`src/rtl/stopwatch_pkg.sv`:
```
// Shared types and constants for the stopwatch mode/run controller.
// State encoding doubles as the LED/debug mode value.
package stopwatch_pkg;

   localparam int STATE_W = 2;

   typedef enum logic [STATE_W-1:0] {
      ST_RUN     = 2'd0,
      ST_PAUSE   = 2'd1,
      ST_ADJ_SEC = 2'd2,
      ST_ADJ_MIN = 2'd3
   } state_t;

   // Digit positions on the 4-digit display, right to left.
   localparam int DIG_SEC_LO = 0;
   localparam int DIG_SEC_HI = 1;
   localparam int DIG_MIN_LO = 2;
   localparam int DIG_MIN_HI = 3;

   localparam logic [3:0] MASK_SEC = (4'b1 << DIG_SEC_LO) | (4'b1 << DIG_SEC_HI);
   localparam logic [3:0] MASK_MIN = (4'b1 << DIG_MIN_LO) | (4'b1 << DIG_MIN_HI);

   function automatic logic is_adj(input state_t s);
      return (s == ST_ADJ_SEC) || (s == ST_ADJ_MIN);
   endfunction

endpackage

```
`src/rtl/stopwatch_ctrl_if.sv`:
```
// Switch/tick inputs and counter/display strobes between the stopwatch
// controller (master) and the surrounding divider/counter/display logic (slave).
interface stopwatch_ctrl_if;
   import stopwatch_pkg::*;

   logic               pause;
   logic               adjust;
   logic               select;
   logic               tick_1hz;
   logic               tick_2hz;
   logic               count_en;
   logic               adj_sec_inc;
   logic               adj_min_inc;
   logic               clear_cnt;
   logic [3:0]         blink_mask;
   logic [STATE_W-1:0] mode;

   modport master (
      input  pause, adjust, select, tick_1hz, tick_2hz,
      output count_en, adj_sec_inc, adj_min_inc, clear_cnt, blink_mask, mode
   );

   modport slave (
      output pause, adjust, select, tick_1hz, tick_2hz,
      input  count_en, adj_sec_inc, adj_min_inc, clear_cnt, blink_mask, mode
   );

endinterface

```
`src/rtl/stopwatch_ctrl_btn_sync.sv`:
```
// Multi-flop synchronizer for a raw switch/button level, with a one-cycle
// rising-edge pulse derived from the synchronized level.
module btn_sync #(
   parameter int STAGES = 2
) (
   input  logic clk,
   input  logic reset,
   input  logic d,
   output logic level,
   output logic rise
);

   logic [STAGES-1:0] sync_q;
   logic              prev_q;

   // NOTE: sequential state uses non-blocking (<=) so every flop samples the pre-edge value.
   always_ff @(posedge clk) begin
      if (reset) begin
         sync_q <= '0;
         prev_q <= 1'b0;
      end else begin
         sync_q <= {sync_q[STAGES-2:0], d};
         prev_q <= sync_q[STAGES-1];
      end
   end

   assign level = sync_q[STAGES-1];
   assign rise  = sync_q[STAGES-1] & ~prev_q;

endmodule

```
`src/rtl/stopwatch_ctrl.sv`:
```
// RUN/PAUSE/ADJ controller: synchronizes the user inputs, tracks the run/pause
// choice and drives registered counter strobes plus the adjust blink mask.
module stopwatch_ctrl
   import stopwatch_pkg::*;
#(
   parameter int SYNC_STAGES = 2,
   parameter int BLINK_DIV   = 1
) (
   input  logic              clock_100mhz,
   input  logic              reset,
   stopwatch_ctrl_if.master  bus
);

   localparam int                DIV_W    = (BLINK_DIV > 1) ? $clog2(BLINK_DIV) : 1;
   localparam logic [DIV_W-1:0]  DIV_LAST = DIV_W'(BLINK_DIV - 1);

   logic pause_rise, adjust_s, select_s;
   logic adjust_rise, select_rise;
   logic [1:0] unused_edges;

   state_t           state_q, state_d;
   logic             paused_q, paused_d;
   logic             blink_phase_q;
   logic [DIV_W-1:0] blink_div_q;
   logic             clr_hold_q, clear_q;
   logic             count_en_q, adj_sec_q, adj_min_q;
   logic [3:0]       blink_mask;

   btn_sync #(.STAGES(SYNC_STAGES)) u_sync_pause (
      .clk(clock_100mhz), .reset(reset), .d(bus.pause), .level(), .rise(pause_rise)
   );
   btn_sync #(.STAGES(SYNC_STAGES)) u_sync_adjust (
      .clk(clock_100mhz), .reset(reset), .d(bus.adjust), .level(adjust_s), .rise(adjust_rise)
   );
   btn_sync #(.STAGES(SYNC_STAGES)) u_sync_select (
      .clk(clock_100mhz), .reset(reset), .d(bus.select), .level(select_s), .rise(select_rise)
   );

   assign unused_edges = {adjust_rise, select_rise};

   // paused_q keeps toggling inside adjust so the choice is honoured on exit.
   // NOTE: every always_comb output gets a default first, so no path can infer a latch.
   always_comb begin
      paused_d = paused_q ^ pause_rise;
      state_d  = paused_d ? ST_PAUSE : ST_RUN;
      if (adjust_s)
         state_d = select_s ? ST_ADJ_MIN : ST_ADJ_SEC;
   end

   always_ff @(posedge clock_100mhz) begin
      if (reset) begin
         state_q       <= ST_RUN;
         paused_q      <= 1'b0;
         blink_phase_q <= 1'b0;
         blink_div_q   <= '0;
         clr_hold_q    <= 1'b1;
         clear_q       <= 1'b1;
         count_en_q    <= 1'b0;
         adj_sec_q     <= 1'b0;
         adj_min_q     <= 1'b0;
      end else begin
         state_q    <= state_d;
         paused_q   <= paused_d;
         clr_hold_q <= 1'b0;
         clear_q    <= clr_hold_q;
         count_en_q <= bus.tick_1hz & (state_q == ST_RUN);
         adj_sec_q  <= bus.tick_2hz & (state_q == ST_ADJ_SEC);
         adj_min_q  <= bus.tick_2hz & (state_q == ST_ADJ_MIN);

         if (!is_adj(state_d)) begin
            blink_phase_q <= 1'b0;
            blink_div_q   <= '0;
         end else if (is_adj(state_q) && bus.tick_2hz) begin
            if (blink_div_q == DIV_LAST) begin
               blink_div_q   <= '0;
               blink_phase_q <= ~blink_phase_q;
            end else begin
               blink_div_q <= blink_div_q + 1'b1;
            end
         end
      end
   end

   always_comb begin
      blink_mask = '0;
      if (blink_phase_q) begin
         if (state_q == ST_ADJ_MIN) blink_mask = MASK_MIN;
         if (state_q == ST_ADJ_SEC) blink_mask = MASK_SEC;
      end
   end

   assign bus.count_en    = count_en_q;
   assign bus.adj_sec_inc = adj_sec_q;
   assign bus.adj_min_inc = adj_min_q;
   assign bus.clear_cnt   = clear_q;
   assign bus.blink_mask  = blink_mask;
   assign bus.mode        = state_q;

endmodule

```
`src/flat_wrapper.sv`:
```
// flat-port wrapper written by rule: the top's interface ports become plain ports
module stopwatch_ctrl_flat import stopwatch_pkg::*;
#(
   parameter int SYNC_STAGES = 2,
   parameter int BLINK_DIV   = 1
)
  (clock_100mhz, reset, bus_pause, bus_adjust, bus_select, bus_tick_1hz, bus_tick_2hz, bus_count_en, bus_adj_sec_inc, bus_adj_min_inc, bus_clear_cnt, bus_blink_mask, bus_mode);
  stopwatch_ctrl_if bus_i ();
  input  logic clock_100mhz;
  input  logic reset;
  input wire logic [$bits(bus_i.pause)-1:0] bus_pause;
  input wire logic [$bits(bus_i.adjust)-1:0] bus_adjust;
  input wire logic [$bits(bus_i.select)-1:0] bus_select;
  input wire logic [$bits(bus_i.tick_1hz)-1:0] bus_tick_1hz;
  input wire logic [$bits(bus_i.tick_2hz)-1:0] bus_tick_2hz;
  output wire logic [$bits(bus_i.count_en)-1:0] bus_count_en;
  output wire logic [$bits(bus_i.adj_sec_inc)-1:0] bus_adj_sec_inc;
  output wire logic [$bits(bus_i.adj_min_inc)-1:0] bus_adj_min_inc;
  output wire logic [$bits(bus_i.clear_cnt)-1:0] bus_clear_cnt;
  output wire logic [$bits(bus_i.blink_mask)-1:0] bus_blink_mask;
  output wire logic [$bits(bus_i.mode)-1:0] bus_mode;
  assign bus_i.pause = bus_pause;
  assign bus_i.adjust = bus_adjust;
  assign bus_i.select = bus_select;
  assign bus_i.tick_1hz = bus_tick_1hz;
  assign bus_i.tick_2hz = bus_tick_2hz;
  assign bus_count_en = bus_i.count_en;
  assign bus_adj_sec_inc = bus_i.adj_sec_inc;
  assign bus_adj_min_inc = bus_i.adj_min_inc;
  assign bus_clear_cnt = bus_i.clear_cnt;
  assign bus_blink_mask = bus_i.blink_mask;
  assign bus_mode = bus_i.mode;
  stopwatch_ctrl #(.SYNC_STAGES(SYNC_STAGES), .BLINK_DIV(BLINK_DIV)) u_core (.clock_100mhz(clock_100mhz), .reset(reset), .bus(bus_i));
endmodule
```
`config.mk`:
```
export PLATFORM = sky130hd
export DESIGN_NAME = stopwatch_ctrl_flat
export DESIGN_NICKNAME = d
export VERILOG_FILES = /design/src/rtl/stopwatch_pkg.sv /design/src/rtl/stopwatch_ctrl_if.sv /design/src/rtl/stopwatch_ctrl_btn_sync.sv /design/src/rtl/stopwatch_ctrl.sv /design/src/flat_wrapper.sv
export SDC_FILE = /design/constraint.sdc
export NUM_CORES = 1
export LEC_CHECK = 0
export CORE_MARGIN = 2
export CORE_UTILIZATION = 37
export CTS_CLUSTER_DIAMETER = 60
export DETAILED_ROUTE_END_ITERATION = 7
export PLACE_DENSITY = 0.72
export SLEW_MARGIN = 10
export SYNTH_ARGS = -nofsm -noshare
export SYNTH_HDL_FRONTEND = slang
export SYNTH_SLANG_ARGS = --single-unit
```
`constraint.sdc`:
```
create_clock -name clock_100mhz -period 1 [get_ports clock_100mhz]
set_clock_uncertainty 0.2 [all_clocks]
set_input_delay 0.2 -clock clock_100mhz [delete_from_list [all_inputs] [get_ports clock_100mhz]]
set_output_delay 0.2 -clock clock_100mhz [all_outputs]
set_load 0.02 [all_outputs]
```
==> run summary <==
The core region is 1269 µm². At the end of the flow, the number of nets in the layout was 76. The logs give 0 for the number of antenna violations at the first check in global routing and 772 µm for the final wirelength. In the routed layout, each cell is associated on average with a via count of 4.341. Global routing consumed, over all layers together, 11.88% of the routing resources.

The first global-routing pass estimated 1193 µm of wire. After legalization and detailed placement, the total HPWL measured 498.7 µm. The run finished, with violations left.

The buffer levels on the longest clock path came out at 2. The worst register-to-register path begins at u_core.bus.mode[1]$_SDFF_PP0_. The critical path in this run is classified as register to output pin. The post-layout minimum cycle time is 1344 ps, and the routing usage on met1 is 13.06%. For the number of cell rows, the log shows 13. The run gives 38.95% as the initial core utilization. For met3 alone, demand over resource in global routing was 5.000%. In this design, the stage delay of the slowest critical-path cell is 370 ps.

The tools report the number of hold violations in the final report as 0. In this run the worst path has a maximum fanout of 3. After layout, the worst path uses 134.4% of the clock period.

Portion of synthesized cell area occupied by the leading cell type: 64.81%. Final sum of negative setup slack: -2637 ps. The number of placed instances with taps included is 78, and the synthesized flop and latch total is 16. Setup repair after global routing could not meet its margin everywhere. Routability-driven placement finished with a final weighted congestion of 0.6264.

The tools report the synthesized netlist net count as 50. The internal power consumption came out at 880.6 µW. The tools report the worst hold slack after final layout as 219.5 ps. Combinational logic burns 11.6% of the power. The final instance count without filler cells is 82.

STA puts the critical path data required time at 600 ps. STA classifies the critical path startpoint as a register. At the later pin of the worst-skew pair, clock insertion delay measures 270 ps. The finished cells cover 823.3 µm².

The post-layout worst setup margin is -343.9 ps. In this run the most used layer during global routing was met2. The floorplan step defined a die boundary enclosing 1644 µm².

The final count of negative-setup-slack endpoints came out at 14. In this run the remaining antenna-violating nets after routing total 0. For this design the static power due to leakage is 0.3457 nW.

The number of max-capacitance violations reported came out at 0. The worst hold path passes through 2 cells. For this design, the sink count on the clock tree is 16. The max-slew violation total from the final report was 0; the share of the yosys chip area belonging to registers was 64.81%.

In this run the worst setup path begins at u_core.bus.mode[0]$_SDFF_PP0_. Clock slew seen by the registers of the worst setup and hold paths: 80 ps. The depth of the worst register-to-register path came out at 5. The switching part of the total works out to 21.26%. The largest individual stage delay along the critical path comes from the cell dfxtp_4. The via total after detailed routing was 356. Critical path buffer and inverter count: 1.

The worst register-to-register path ends at u_core.blink_phase_q$_SDFFE_PP0P_. Global routing finished with a remaining overflow of 0. The peak clock frequency supported by timing is 0.7441 GHz.

In this run the clock root is driven by a clkbuf_4. 0 antenna diodes ended up in the layout. The run gives 9 as the maximum number of pins on one net before global-route repair. Type of destination of the critical path: an output pin. Headroom to the max-slew limit came out at 79.29%. For this run, the number of Yosys warnings is 0.

The run gives 1 as the H-tree depth. The checks that failed: setup timing. The top-level port count is 17. Buffers placed on the I/O ports in this run total 16.

TritonCTS built the clock tree. Cell family contributing the most delay on the critical path: flip-flops. The area of placed instances is 740.7 µm², and the power per cell area is 1358 nW/µm². Compared with the post-synthesis result, the final layout area differs by 66.58%. For this run, design rule violations remaining after detail routing come to 0. In this run, post-CTS hold repair placed 0 buffers. Leaving out fill and tap cells, the most frequent cell in the layout is buf_6. The number of iterations in the first detailed-routing pass was 2; the ratio of cells with drive above 1 in the final layout was 58.21%. The count of filler cells inserted in the layout was 106; the average size of a mapped cell was 11.49 µm². The signal on the critical path passes through and3_4, buf_6. The design draws 1.118 mW. The height of the die is 40.55 µm, and the detailed-route wire length per cell is 9.415 µm. In this run, distinct cell masters in the synthesized netlist total 16.

The top cell types in the final layout, fill and taps aside, are buf_6 (12), dfxtp_1 (8), nor2b_1 (7), buf_4 (6), dfxtp_2 (6). Sorting the synthesized cells by area gives the leading types as dfxtp_1 (65%), nor2b_1 (8.9%), buf_4 (3.0%). The horizontal die dimension was 40.55 µm. Synthesis handed over a netlist of 43 instances.

Across all register-to-register paths, the minimum setup slack is -180 ps. In this run the worst setup path terminates at bus_blink_mask[3]. The largest total area in the synthesized netlist belongs to dfxtp_1. For this design the total switching power over the nets is 237.8 µW.

For met2 alone, demand over resource in global routing was 18.65%. Of the total power, the clock network draws 28.0%. The tools report the signal arrival time at the worst endpoint as 940 ps. Number of global-route vias before repair: 285. The type of the worst min-delay path is primary input to register. Clock tree synthesis inserted a total of 3 buffers. Number of stages on the worst setup path: 2.

VDD sags by at most 0.7703 mV. For the relative contribution of sequential cells to total power, the log shows 60.3%. At the pin with the least slew margin, the transition time is 310.7 ps. After synthesis the cells add up to 494.2 µm². In this run, the number of DRC markers left after iteration 0 of detailed routing was 2.
## power by group through the flow
stage                     Sequential [mW]  Clock (mW)  Combinational (mW)
after global routing                0.678       0.366               0.141
after global placement              0.687           0               0.116
after CTS                           0.675       0.329               0.125
after detailed placement            0.688           0               0.116
final                               0.675       0.314               0.130
after floorplan                     0.701           0              0.0376
## worst min-delay path by stage
stage | start | end | slack (ps)
floorplan | reset | u_core.clr_hold_q$_DFF_P_ | 30
global placement | u_core.clr_hold_q$_DFF_P_ | u_core.bus.clear_cnt$_SDFF_PP1_ | 190
detailed placement | u_core.clr_hold_q$_DFF_P_ | u_core.bus.clear_cnt$_SDFF_PP1_ | 200
CTS | reset | u_core.bus.count_en$_SDFF_PP0_ | 190
global route | u_core.clr_hold_q$_DFF_P_ | u_core.bus.clear_cnt$_SDFF_PP1_ | 230
finish | reset | u_core.u_sync_adjust.sync_q[1]$_SDFF_PP0_ | 220
## cell families after synthesis
family | count (synthesis) | synth area share [%]
AOI/OAI and AO/OA | 1 | 2.531
buffers and inverters | 4 | 4.808
DFF | 16 | 64.81
xor gates and xnor gates | 2 | 3.545
and+or+nand+nor | 20 | 24.30
## final cells by class
cell class	count	area, µm²	share of cell area [%]
Clock buffer	3	22.52	2.736
Tap cell	15	18.77	2.280
Sequential cell	16	335.3	40.73
Timing Repair Buffer	24	239.0	29.03
Multi-Input combinational cell	23	203.9	24.77
Inverter	1	3.754	0.4559
## per-layer routing
metal,up-vias,routed length [µm]
met5,-,0
met4,0,0
met3,0,68
met2,18,406
met1,153,297
li1,185,-
## cells in the mapped netlist
| cell type | instances |
|---|---|
| dfxtp_1 | 16 |
| nor2b_1 | 7 |
| nor2_1 | 4 |
| buf_4 | 2 |
| nand2_1 | 2 |
| nor3_1 | 2 |
| a211oi_2 | 1 |
| and3_1 | 1 |
| buf_2 | 1 |
| inv_1 | 1 |
| nor2b_2 | 1 |
| nor3b_1 | 1 |
| nor4b_2 | 1 |
| or2_1 | 1 |
| xnor2_1 | 1 |
| xor2_1 | 1 |
## flip-flops by register name, summed over array words and instances, names as in the netlist
name	cells
u_core.u_sync_pause.prev_q	1
u_core.bus.clear_cnt	1
u_core.bus.mode	2
u_core.u_sync_pause.sync_q	2
u_core.u_sync_select.sync_q	2
u_core.u_sync_adjust.sync_q	2
u_core.bus.adj_min_inc	1
u_core.blink_phase_q	1
u_core.bus.adj_sec_inc	1
u_core.clr_hold_q	1
u_core.paused_q	1
u_core.bus.count_en	1
## through the flow
stage	utilization (%)	worst slack [ps]
CTS	64.10	-357.3
floorplan	-	-177.0
global placement	58.38	-513.9
finish	64.89	-343.9
global route	64.89	-391.3
detailed placement	58.38	-522.7
## repair_timing
action | CTS | global route
setup buffers | 1 | 0
resized for setup | 72 | 2
endpoints found under the setup margin | 23 | 16
pin swaps | 4 | 0
cloned | 0 | 0
Note: power is estimated with default switching activity, not from simulation.
